**src/rtl/vco_freq_ctrl.sv**
```systemverilog
// Frequency-lock controller: counts divided VCO edges per reference window,
// compares them with the target and issues bounded up/down correction pulses.
module vco_freq_ctrl #(
  parameter int CNT_W        = 16,
  parameter int WINDOW       = 1024,
  parameter int TOL          = 2,
  parameter int LOCK_WINDOWS = 4,
  parameter int MAX_PULSES   = 16
) (
  input  logic             clk_i,
  input  logic             rst_i,
  input  logic             en_i,
  input  logic [CNT_W-1:0] target_i,
  input  logic             fb_clk_i,
  output logic             freq_incr_o,
  output logic             freq_decr_o,
  output logic             stable_cfg_o,
  output logic [CNT_W-1:0] meas_o,
  output logic             meas_valid_o,
  output logic [1:0]       dbg_state_o
);

  localparam int WIN_W = (WINDOW > 1) ? $clog2(WINDOW) : 1;
  localparam int PL_W  = $clog2(MAX_PULSES + 1);
  localparam int LK_W  = $clog2(LOCK_WINDOWS + 1);

  typedef enum logic [1:0] {
    IDLE    = 2'd0,
    MEASURE = 2'd1,
    EVAL    = 2'd2,
    ADJUST  = 2'd3
  } state_e;

  state_e           state_q, state_d;
  logic             start_win;
  logic             fb_s1, fb_s2, fb_s3;
  logic             edge_det;
  logic [WIN_W-1:0] win_cnt;
  logic [CNT_W-1:0] edge_cnt;
  logic [CNT_W-1:0] tgt;
  logic [CNT_W-1:0] meas_q;
  logic [LK_W-1:0]  lock_cnt;
  logic [LK_W-1:0]  lock_inc;
  logic [PL_W-1:0]  pulses_left;
  logic [PL_W-1:0]  pulses_calc;
  logic             phase_low;
  logic             dir_incr;
  logic             stable_q;
  logic             win_last;
  logic             in_band;
  logic signed [CNT_W:0] err;
  logic [CNT_W:0]   abs_err;

  // fb_clk_i is asynchronous: two sync flops, the third flop is the edge detector
  always_ff @(posedge clk_i) begin
    if (rst_i) begin
      fb_s1 <= 1'b0;
      fb_s2 <= 1'b0;
      fb_s3 <= 1'b0;
    end else begin
      fb_s1 <= fb_clk_i;
      fb_s2 <= fb_s1;
      fb_s3 <= fb_s2;
    end
  end

  assign edge_det = fb_s2 & ~fb_s3;
  assign win_last = (win_cnt == WIN_W'(WINDOW - 1));

  assign err     = $signed({1'b0, edge_cnt}) - $signed({1'b0, tgt});
  assign abs_err = err[CNT_W] ? $unsigned(-err) : $unsigned(err);
  assign in_band = (abs_err <= (CNT_W + 1)'(TOL));
  assign pulses_calc = (abs_err > (CNT_W + 1)'(MAX_PULSES)) ? PL_W'(MAX_PULSES)
                                                            : PL_W'(abs_err);
  assign lock_inc = (lock_cnt == LK_W'(LOCK_WINDOWS)) ? lock_cnt : lock_cnt + LK_W'(1);

  always_ff @(posedge clk_i) begin
    if (rst_i) state_q <= IDLE;
    else       state_q <= state_d;
  end

  always_comb begin
    state_d   = state_q;
    start_win = 1'b0;
    case (state_q)
      IDLE: begin
        if (en_i) begin
          state_d   = MEASURE;
          start_win = 1'b1;
        end
      end
      MEASURE: begin
        if (win_last) state_d = EVAL;
      end
      EVAL: begin
        if (in_band) begin
          state_d   = MEASURE;
          start_win = 1'b1;
        end else begin
          state_d = ADJUST;
        end
      end
      ADJUST: begin
        if (phase_low && pulses_left == '0) begin
          state_d   = MEASURE;
          start_win = 1'b1;
        end
      end
      default: state_d = IDLE;
    endcase
    if (!en_i) begin
      state_d   = IDLE;
      start_win = 1'b0;
    end
  end

  // Window/edge counters and target latch; edges outside MEASURE are dropped
  always_ff @(posedge clk_i) begin
    if (rst_i) begin
      win_cnt  <= '0;
      edge_cnt <= '0;
      tgt      <= '0;
      meas_q   <= '0;
    end else begin
      if (start_win) begin
        tgt      <= target_i;
        win_cnt  <= '0;
        edge_cnt <= '0;
      end else if (state_q == MEASURE) begin
        win_cnt <= win_cnt + WIN_W'(1);
        if (edge_det && !(&edge_cnt)) edge_cnt <= edge_cnt + CNT_W'(1);
      end
      if (state_q == EVAL) meas_q <= edge_cnt;
    end
  end

  always_ff @(posedge clk_i) begin
    if (rst_i || !en_i) begin
      lock_cnt    <= '0;
      stable_q    <= 1'b0;
      pulses_left <= '0;
      phase_low   <= 1'b0;
      dir_incr    <= 1'b0;
    end else begin
      case (state_q)
        EVAL: begin
          if (in_band) begin
            lock_cnt <= lock_inc;
            if (lock_inc == LK_W'(LOCK_WINDOWS)) stable_q <= 1'b1;
          end else begin
            lock_cnt    <= '0;
            stable_q    <= 1'b0;
            pulses_left <= pulses_calc;
            phase_low   <= 1'b0;
            dir_incr    <= err[CNT_W];
          end
        end
        ADJUST: begin
          if (!phase_low) begin
            pulses_left <= pulses_left - PL_W'(1);
            phase_low   <= 1'b1;
          end else begin
            phase_low <= 1'b0;
          end
        end
        default: ;
      endcase
    end
  end

  // During EVAL the fresh count is shown directly so it lines up with the strobe
  assign meas_o       = (state_q == EVAL) ? edge_cnt : meas_q;
  assign meas_valid_o = (state_q == EVAL);
  assign freq_incr_o  = (state_q == ADJUST) && !phase_low && dir_incr;
  assign freq_decr_o  = (state_q == ADJUST) && !phase_low && !dir_incr;
  assign stable_cfg_o = stable_q;
  assign dbg_state_o  = state_q;

endmodule

```
**config.mk**
```make
export PLATFORM = sky130hd
export DESIGN_NAME = vco_freq_ctrl
export DESIGN_NICKNAME = d
export VERILOG_FILES = /design/src/rtl/vco_freq_ctrl.sv
export SDC_FILE = /design/constraint.sdc
export NUM_CORES = 1
export LEC_CHECK = 0
export BUFFER_PORTS_ARGS = -buffer_cell sky130_fd_sc_hd__buf_2
export CAP_MARGIN = 20
export CORE_MARGIN = 3
export CORE_UTILIZATION = 50
export DETAILED_ROUTE_END_ITERATION = 8
export PLACE_DENSITY = 0.67
export SETUP_SLACK_MARGIN = 0.15
export SLEW_MARGIN = 25
export SYNTH_ARGS = -nofsm -noshare
export SYNTH_HDL_FRONTEND = slang
export SYNTH_SLANG_ARGS = --single-unit
```
**constraint.sdc**
```tcl
create_clock -name clk_i -period 5.6 [get_ports clk_i]
set_clock_uncertainty 0.05 [all_clocks]
set_input_delay 1.12 -clock clk_i [delete_from_list [all_inputs] [get_ports clk_i]]
set_output_delay 1.12 -clock clk_i [all_outputs]
set_load 0.01 [all_outputs]
```
==> results.sh, run 1 <==
export IMPL_synth_area_top_cells="dfxtp_1, ha_1, nand2b_1, mux2i_1, nor3_1"
export IMPL_std_cell_rows=36
export IMPL_holdPathStages=1
export IMPL_clock_sinks=74
export IMPL_core_region_area_mm2=0.00995
export IMPL_reg2reg_depth=14
export IMPL_clock_path_buffers=2
export IMPL_cap_violations=0
export IMPL_ys_warn_count=0
export IMPL_synth_cell_types=78
export IMPL_cts_root_buffer="clkbuf_8"
export IMPL_ys_flop_type="dfxtp_1"
export IMPL_clk_pin_slew_ns=0.09
export IMPL_r2r_start="edge_cnt[0]$_SDFFE_PP0P_"
export IMPL_grt_pass1_wl_mm=20.9
export IMPL_syn_area_per_cell_um2=8.41
export IMPL_yosys_area_top_type_share_pct=28.4
export IMPL_start_kind="flop"
export IMPL_endpoint_kind="flop"
export IMPL_syn_num_nets=669
export IMPL_syn_area_mm2=0.00522
export IMPL_ant_nets=0
export IMPL_critPathMaxFanout=42
export IMPL_postCtsSetupRepairBufs=0
export IMPL_drc=0
export IMPL_worstHoldEndpoint="fb_s2$_SDFF_PP0_"
export IMPL_arrival_ns=4.98
export IMPL_p_leak_uw=0.00226
export IMPL_ys_ff_latch=74
export IMPL_internal_power_uw=835
export IMPL_seq_area_frac_synth_pct=28.4
export IMPL_final_common_cell="dfxtp_1"
export IMPL_switching_share_pct=34.2
export IMPL_p_clk_share_pct=31.8
export IMPL_yosysTopAreaCell="dfxtp_1"
export IMPL_cts_htree_levels=3
export IMPL_pin_count=42
export IMPL_multi_input_area_mm2=0.00346
export IMPL_routedWlPerCell_um=15.6
export IMPL_fmax_ghz=0.210
export IMPL_n_antenna_cell=0
export IMPL_io_buffer_count=41
export IMPL_finalSetupTns_ns=0
export IMPL_cts_made_buffers=9
export IMPL_hold_violations=0
export IMPL_post_cts_resize_count=0
export IMPL_seqPwrFrac_pct=42.7
export IMPL_cts_tree="done"
export IMPL_final_core_util_pct=56.7
export IMPL_antenna_found_initial=0
export IMPL_comb_power_share_pct=25.5
export IMPL_period_share_pct=84.9
export IMPL_vias=4566
export IMPL_hpwl_mm=9.16
export IMPL_cp_required_ns=5.83
export IMPL_vdd_ir_drop_max_mv=0.173
export IMPL_hp_class="flop to flop"
export IMPL_drtIter0Drc=324
export IMPL_postLayoutCellArea_mm2=0.00564
export IMPL_setup_viol=0
export IMPL_grt_usage_pct=21.7
export IMPL_path_class="flop to flop"
export IMPL_dp_cells=766
export IMPL_start_util_pct=52.5
export IMPL_timing_rr_end="tgt[0]$_SDFFE_PP0P_"
export IMPL_nets=692
export IMPL_vias_per_cell=5.84
export IMPL_regArea_mm2=0.00148
export IMPL_outcome="complete, no violations"
export IMPL_grt_overflow=0
export IMPL_cts_hold_buf=0
export IMPL_final_cell_mix="dfxtp_1, nor3_1, buf_2"
export IMPL_p_sw_uw=434
export IMPL_dieWidth_um=108
export IMPL_synthArstFlopShare_pct=0
export IMPL_fp_dieH_um=108
export IMPL_grt_pass1_vias=4373
export IMPL_wl_mm=12.2
export IMPL_max_slew_worst_pin_slew_ns=0.924
export IMPL_area_growth_syn_to_layout_pct=8.07
export IMPL_drtPass1Iterations=6
export IMPL_min_from="fb_s1$_SDFF_PP0_"
export IMPL_relSlewSlack_pct=37.6
export IMPL_layout_cells_non_filler=782
export IMPL_power_density_mw_per_mm2=225
export IMPL_synth_edf_count=0
export IMPL_min_period_ns=4.76
export IMPL_drive_above_1_share_pct=14.6
export IMPL_rsz0062_at_grt="false"
export IMPL_fillCellCount=923
export IMPL_slew_violations=0
export IMPL_grt_max_degree=46
export IMPL_reg2reg_setup_slack_ns=0.84
export IMPL_dieArea_mm2=0.0117
export IMPL_dpl_cell_area_mm2=0.00545
export IMPL_syn_inst=621
export IMPL_clock_latency_ns=0.35
export IMPL_place_gp_congestion=0.996
worst max-delay path: stages (launching register included):
cell      delay (ns)
dfxtp_1         0.39
inv_1           0.09
ha_1            0.23
fa_1            0.39
xor2_1          0.50
nand3_1         0.18
nor3_1          0.42
nand4_1         0.25
o311ai_0        0.41
o211ai_1        0.23
nor4_4          0.40
nor4b_4         0.38
o221a_2         0.29
buf_12          0.24
mux2i_1         0.22
metal layers:
metal / track usage, % / vias to the layer above / wire length [um]
met5: 0 / - / 0
met2: 37.0 / 115 / 5890
met1: 28.3 / 2135 / 5570
li1: - / 2294 / -
met3: 3.94 / 22 / 523
met4: 5.77 / 0 / 208
cell usage after synthesis, types with 17 or more instances:
| library cell | number |
|---|---|
| a21oi_1 | 27 |
| clkbuf_1 | 17 |
| dfxtp_1 | 74 |
| ha_1 | 27 |
| inv_1 | 31 |
| mux2i_1 | 22 |
| nand2_1 | 40 |
| nand2b_1 | 37 |
| nor2_1 | 30 |
| nor2b_1 | 22 |
| nor3_1 | 44 |
| o21ai_0 | 22 |
| xor2_1 | 21 |
final cells by class:
class	count	share of cell area, %
Multi-Input combinational cell	485	61.2
Sequential cell	74	26.2
Timing Repair Buffer	43	4.12
Inverter	31	2.06
Clock inverter	7	1.20
Clock buffer	9	2.19
Tap cell	133	2.95
metrics by stage:
stage,total power (uW),hold WS [ns],setup WS [ns]
6_report,1270,0.404,0.845
5_1_grt,1340,0.442,0.401
4_1_cts,1280,0.408,0.902
3_5_place_dp,873,0.383,0.931
3_3_place_gp,867,0.384,1.08
2_1_floorplan,813,0.364,1.52
cell families (layout without fill, tap and decap cells):
| kind of cell | count (synthesis) | count (layout) | share of synthesized area, % |
|---|---|---|---|
| multiplexers | 39 | 39 | 7.88 |
| flip-flops | 74 | 74 | 28.4 |
| AND/OR/NAND/NOR | 251 | 251 | 26.9 |
| adder cells (fa/ha/maj) | 28 | 28 | 6.85 |
| XOR/XNOR | 36 | 36 | 6.04 |
| buffers and inverters | 62 | 90 | 5.51 |
| AO/OA/AOI/OAI | 131 | 131 | 18.4 |
state kept, by name, indices dropped and copies added, names as in the netlist:
signal and flops:
fb_s3 1, win_cnt 10, edge_cnt 16, dbg_state_o 2, tgt 16, dir_incr 1, meas_q 16, fb_s2 1
pulses_left 5, stable_cfg_o 1, phase_low 1, fb_s1 1, lock_cnt 3
worst max-delay path by stage:
| stage | from | to | slack (ns) | depth (start not counted) |
|---|---|---|---|---|
| 6_report | edge_cnt[0]$_SDFFE_PP0P_ | tgt[0]$_SDFFE_PP0P_ | 0.84 | 14 |
| 5_1_grt | edge_cnt[0]$_SDFFE_PP0P_ | tgt[14]$_SDFFE_PP0P_ | 0.40 | 14 |
| 4_1_cts | edge_cnt[0]$_SDFFE_PP0P_ | tgt[0]$_SDFFE_PP0P_ | 0.90 | 14 |
| 3_5_place_dp | edge_cnt[0]$_SDFFE_PP0P_ | tgt[0]$_SDFFE_PP0P_ | 0.93 | 14 |
| 3_3_place_gp | edge_cnt[0]$_SDFFE_PP0P_ | tgt[6]$_SDFFE_PP0P_ | 1.08 | 14 |
| 2_1_floorplan | edge_cnt[0]$_SDFFE_PP0P_ | tgt[0]$_SDFFE_PP0P_ | 1.52 | 16 |
power groups by stage:
stage               clock network (uW)  registers (uW)  logic [uW]
CTS                                415             542         319
floorplan                            0             553         260
finish                             404             542         323
global placement                     0             554         313
global route                       441             544         357
detailed placement                   0             555         318
(Power assumes the default switching activity.)
==> run 2: changes to the inputs <==
--- a/config.mk
+++ b/config.mk
@@ -5,12 +5,13 @@
 export SDC_FILE = /design/constraint.sdc
 export NUM_CORES = 1
 export LEC_CHECK = 0
+export ABC_AREA = 1
 export BUFFER_PORTS_ARGS = -buffer_cell sky130_fd_sc_hd__buf_2
 export CAP_MARGIN = 20
 export CORE_MARGIN = 3
 export CORE_UTILIZATION = 50
 export DETAILED_ROUTE_END_ITERATION = 8
-export PLACE_DENSITY = 0.67
+export PLACE_DENSITY = 0.7
 export SETUP_SLACK_MARGIN = 0.15
 export SLEW_MARGIN = 25
 export SYNTH_ARGS = -nofsm -noshare
==> constraint.sdc (replaced) <==
create_clock -name clk_i -period 4.1 [get_ports clk_i]
set_clock_uncertainty 0.05 [all_clocks]
set_input_delay 0.82 -clock clk_i [delete_from_list [all_inputs] [get_ports clk_i]]
set_output_delay 0.82 -clock clk_i [all_outputs]
set_load 0.01 [all_outputs]
==> run 2 against run 1 <==
Register-to-register slack lost 0.28 ns; final area rose by 3.5%; count of clock-buffer cells in the layout is 3 higher; largest cell class unchanged; critical path depth grew 12; utilization decreased by 0.11 points; highest routed layer unchanged.
==> results.sh, run 2 <==
export IMPL_outcome="complete, no violations"
export IMPL_synth_commonest_cells="nand2_1, inv_1, nor2_1"
export IMPL_n_antenna_cell=0
export IMPL_clock_latency_ns=0.36
export IMPL_vdd_ir_drop_max_mv=0.292
export IMPL_slew_violations=0
export IMPL_synth_area_top_cells="dfxtp_1, nand2_1, inv_1, nand3_1, nor2_1"
export IMPL_drtPass1Iterations=4
export IMPL_cp_common_cell="nand2_1"
export IMPL_top_regs="edge_cnt x16, meas_q x16, tgt x16"
export IMPL_endpoint_kind="flop"
export IMPL_critPathMaxFanout=32
export IMPL_synth_most_common_cell="nand2_1"
export IMPL_synth_cell_types=38
export IMPL_pre_cts_slack_ns=0.414
export IMPL_slowest_delay_ns=0.41
export IMPL_grt_max_degree=33
export IMPL_dieWidth_um=109
export IMPL_fp_dieH_um=109
export IMPL_grt_pass1_vias=4558
export IMPL_final_common_cell="nand2_1"
export IMPL_area_growth_syn_to_layout_pct=9.76
export IMPL_clock_sinks=74
export IMPL_cts_tree="done"
export IMPL_std_cell_rows=37
export IMPL_cts_made_buffers=9
export IMPL_cts_root_buffer="clkbuf_8"
export IMPL_hpwl_mm=9.87
export IMPL_hold_violations=0
export IMPL_dieArea_mm2=0.0119
export IMPL_min_period_ns=3.53
export IMPL_clock_path_buffers=2
export IMPL_io_buffer_count=41
export IMPL_ys_flop_type="dfxtp_1"
export IMPL_cp_required_ns=4.31
export IMPL_yosys_area_top_type_share_pct=27.8
export IMPL_critPathTopFamily="simple AND/OR/NAND/NOR gates"
export IMPL_arrival_ns=3.74
export IMPL_slowest_stage="fa_1"
export IMPL_cap_violations=0
export IMPL_ys_warn_count=0
export IMPL_relSlewSlack_pct=53.0
export IMPL_yosysTopAreaCell="dfxtp_1"
export IMPL_setup_slack_ns=0.568
export IMPL_path_class="flop to flop"
export IMPL_vias_per_cell=4.94
export IMPL_seqPwrFrac_pct=43.9
export IMPL_antenna_found_initial=0
export IMPL_seq_area_frac_synth_pct=27.8
export IMPL_grt_overflow=0
export IMPL_ys_ff_latch=74
export IMPL_syn_inst=867
export IMPL_rsz0062_at_grt="false"
export IMPL_comb_power_share_pct=25.2
export IMPL_clk_pin_slew_ns=0.08
export IMPL_p_leak_uw=0.00295
export IMPL_drive_above_1_share_pct=10.5
export IMPL_vias=5176
export IMPL_place_gp_congestion=0.908
export IMPL_internal_power_uw=1130
export IMPL_hp_class="flop to flop"
export IMPL_p_clk_share_pct=30.9
export IMPL_final_cell_mix="nand2_1, inv_1, nor2_1"
export IMPL_synthArstFlopShare_pct=0
export IMPL_grt_pass1_wl_mm=20.9
export IMPL_syn_area_per_cell_um2=6.14
export IMPL_drtIter0Drc=251
export IMPL_postCtsSetupRepairBufs=0
export IMPL_start_util_pct=51.6
export IMPL_grt_usage_pct=21.9
export IMPL_start_kind="flop"
export IMPL_routedWlPerCell_um=12.0
export IMPL_wl_mm=12.5
export IMPL_max_slew_worst_pin_slew_ns=0.705
export IMPL_synth_edf_count=0
export IMPL_finalSetupTns_ns=0
export IMPL_nets=954
export IMPL_ant_nets=0
export IMPL_switching_share_pct=33.6
export IMPL_syn_area_mm2=0.00532
export IMPL_period_share_pct=86.2
export IMPL_drc=0
export IMPL_path_buf_inv=3
export IMPL_syn_num_nets=915
export IMPL_pin_count=42
export IMPL_core_region_area_mm2=0.0103
export IMPL_power_density_mw_per_mm2=290
export IMPL_p_sw_uw=569
export IMPL_cts_hold_buf=0
export IMPL_setup_viol=0
export IMPL_cts_htree_levels=3
export IMPL_fmax_ghz=0.283
## run 2: power by group through the flow
stage / Sequential [uW] / Combinational, uW / Clock (uW)
3_3_place_gp: 761 / 421 / 0
6_report: 745 / 427 / 524
4_1_cts: 745 / 423 / 538
5_1_grt: 747 / 492 / 566
3_5_place_dp: 762 / 422 / 0
2_1_floorplan: 759 / 337 / 0
## run 2: worst paths after layout
check / from / end / slack (ns) / depth (start not counted)
max: edge_cnt[0]$_SDFFE_PP0P_ / tgt[5]$_SDFFE_PP0P_ / 0.57 / 26
min: fb_s1$_SDFF_PP0_ / fb_s2$_SDFF_PP0_ / 0.35 / 2
max reg2reg: edge_cnt[0]$_SDFFE_PP0P_ / tgt[5]$_SDFFE_PP0P_ / 0.57 / 26
min reg2reg: fb_s1$_SDFF_PP0_ / fb_s2$_SDFF_PP0_ / 0.35 / 2
## run 2: worst reg2reg max path, delay by kind of cell, from the launching register on
family / cells / cell delay (ns)
fa+ha+maj: 2 / 0.62
flops: 1 / 0.37
buf+inv: 3 / 0.34
simple gates: 21 / 2.04
## run 2: logic make-up after synthesis
group	count (synthesis)	synth area share, %
AOI/OAI and AO/OA	79	7.64
xor gates and xnor gates	31	5.10
adders and majority gates	28	6.72
buffers and inverters	156	11.6
DFF	74	27.8
and+or+nand+nor	499	41.1
## run 2: metrics by stage
step / hold slack (ns) / total power, uW / utilization [%] / cells / instance area, um^2
floorplan: 0.338 / 1100 / - / 867 / 5320
global placement: 0.339 / 1180 / 54.7 / 1031 / 5640
detailed placement: 0.345 / 1180 / 54.7 / 1031 / 5640
CTS: 0.356 / 1710 / 56.4 / 1047 / 5820
global route: 0.367 / 1810 / 56.6 / 1047 / 5840
finish: 0.354 / 1700 / 56.6 / 1047 / 5840
## run 2: cell type report
| type | count | area (um^2) |
|---|---|---|
| well taps | 136 | 170 |
| repair buffers | 47 | 258 |
| fillers | 1057 | 4480 |
| flip-flops and latches | 74 | 1480 |
| multi-input cells | 637 | 3240 |
| clock inverters | 4 | 26.3 |
| inverters | 137 | 514 |
| clock buffers | 12 | 155 |
## run 2: what timing repair did
item / in CTS / in global routing
hold endpoints to repair: 0 / 0
endpoints found under the setup margin: 0 / 32
gates resized for setup: 0 / 4
## run 2: layer usage
layer	routed length (um)	track usage, %	vias to the layer above
met1	6250	30.1	2268
met5	0	0	-
met2	5700	35.4	88
li1	-	-	2809
met4	127	5.52	0
met3	463	4.09	11
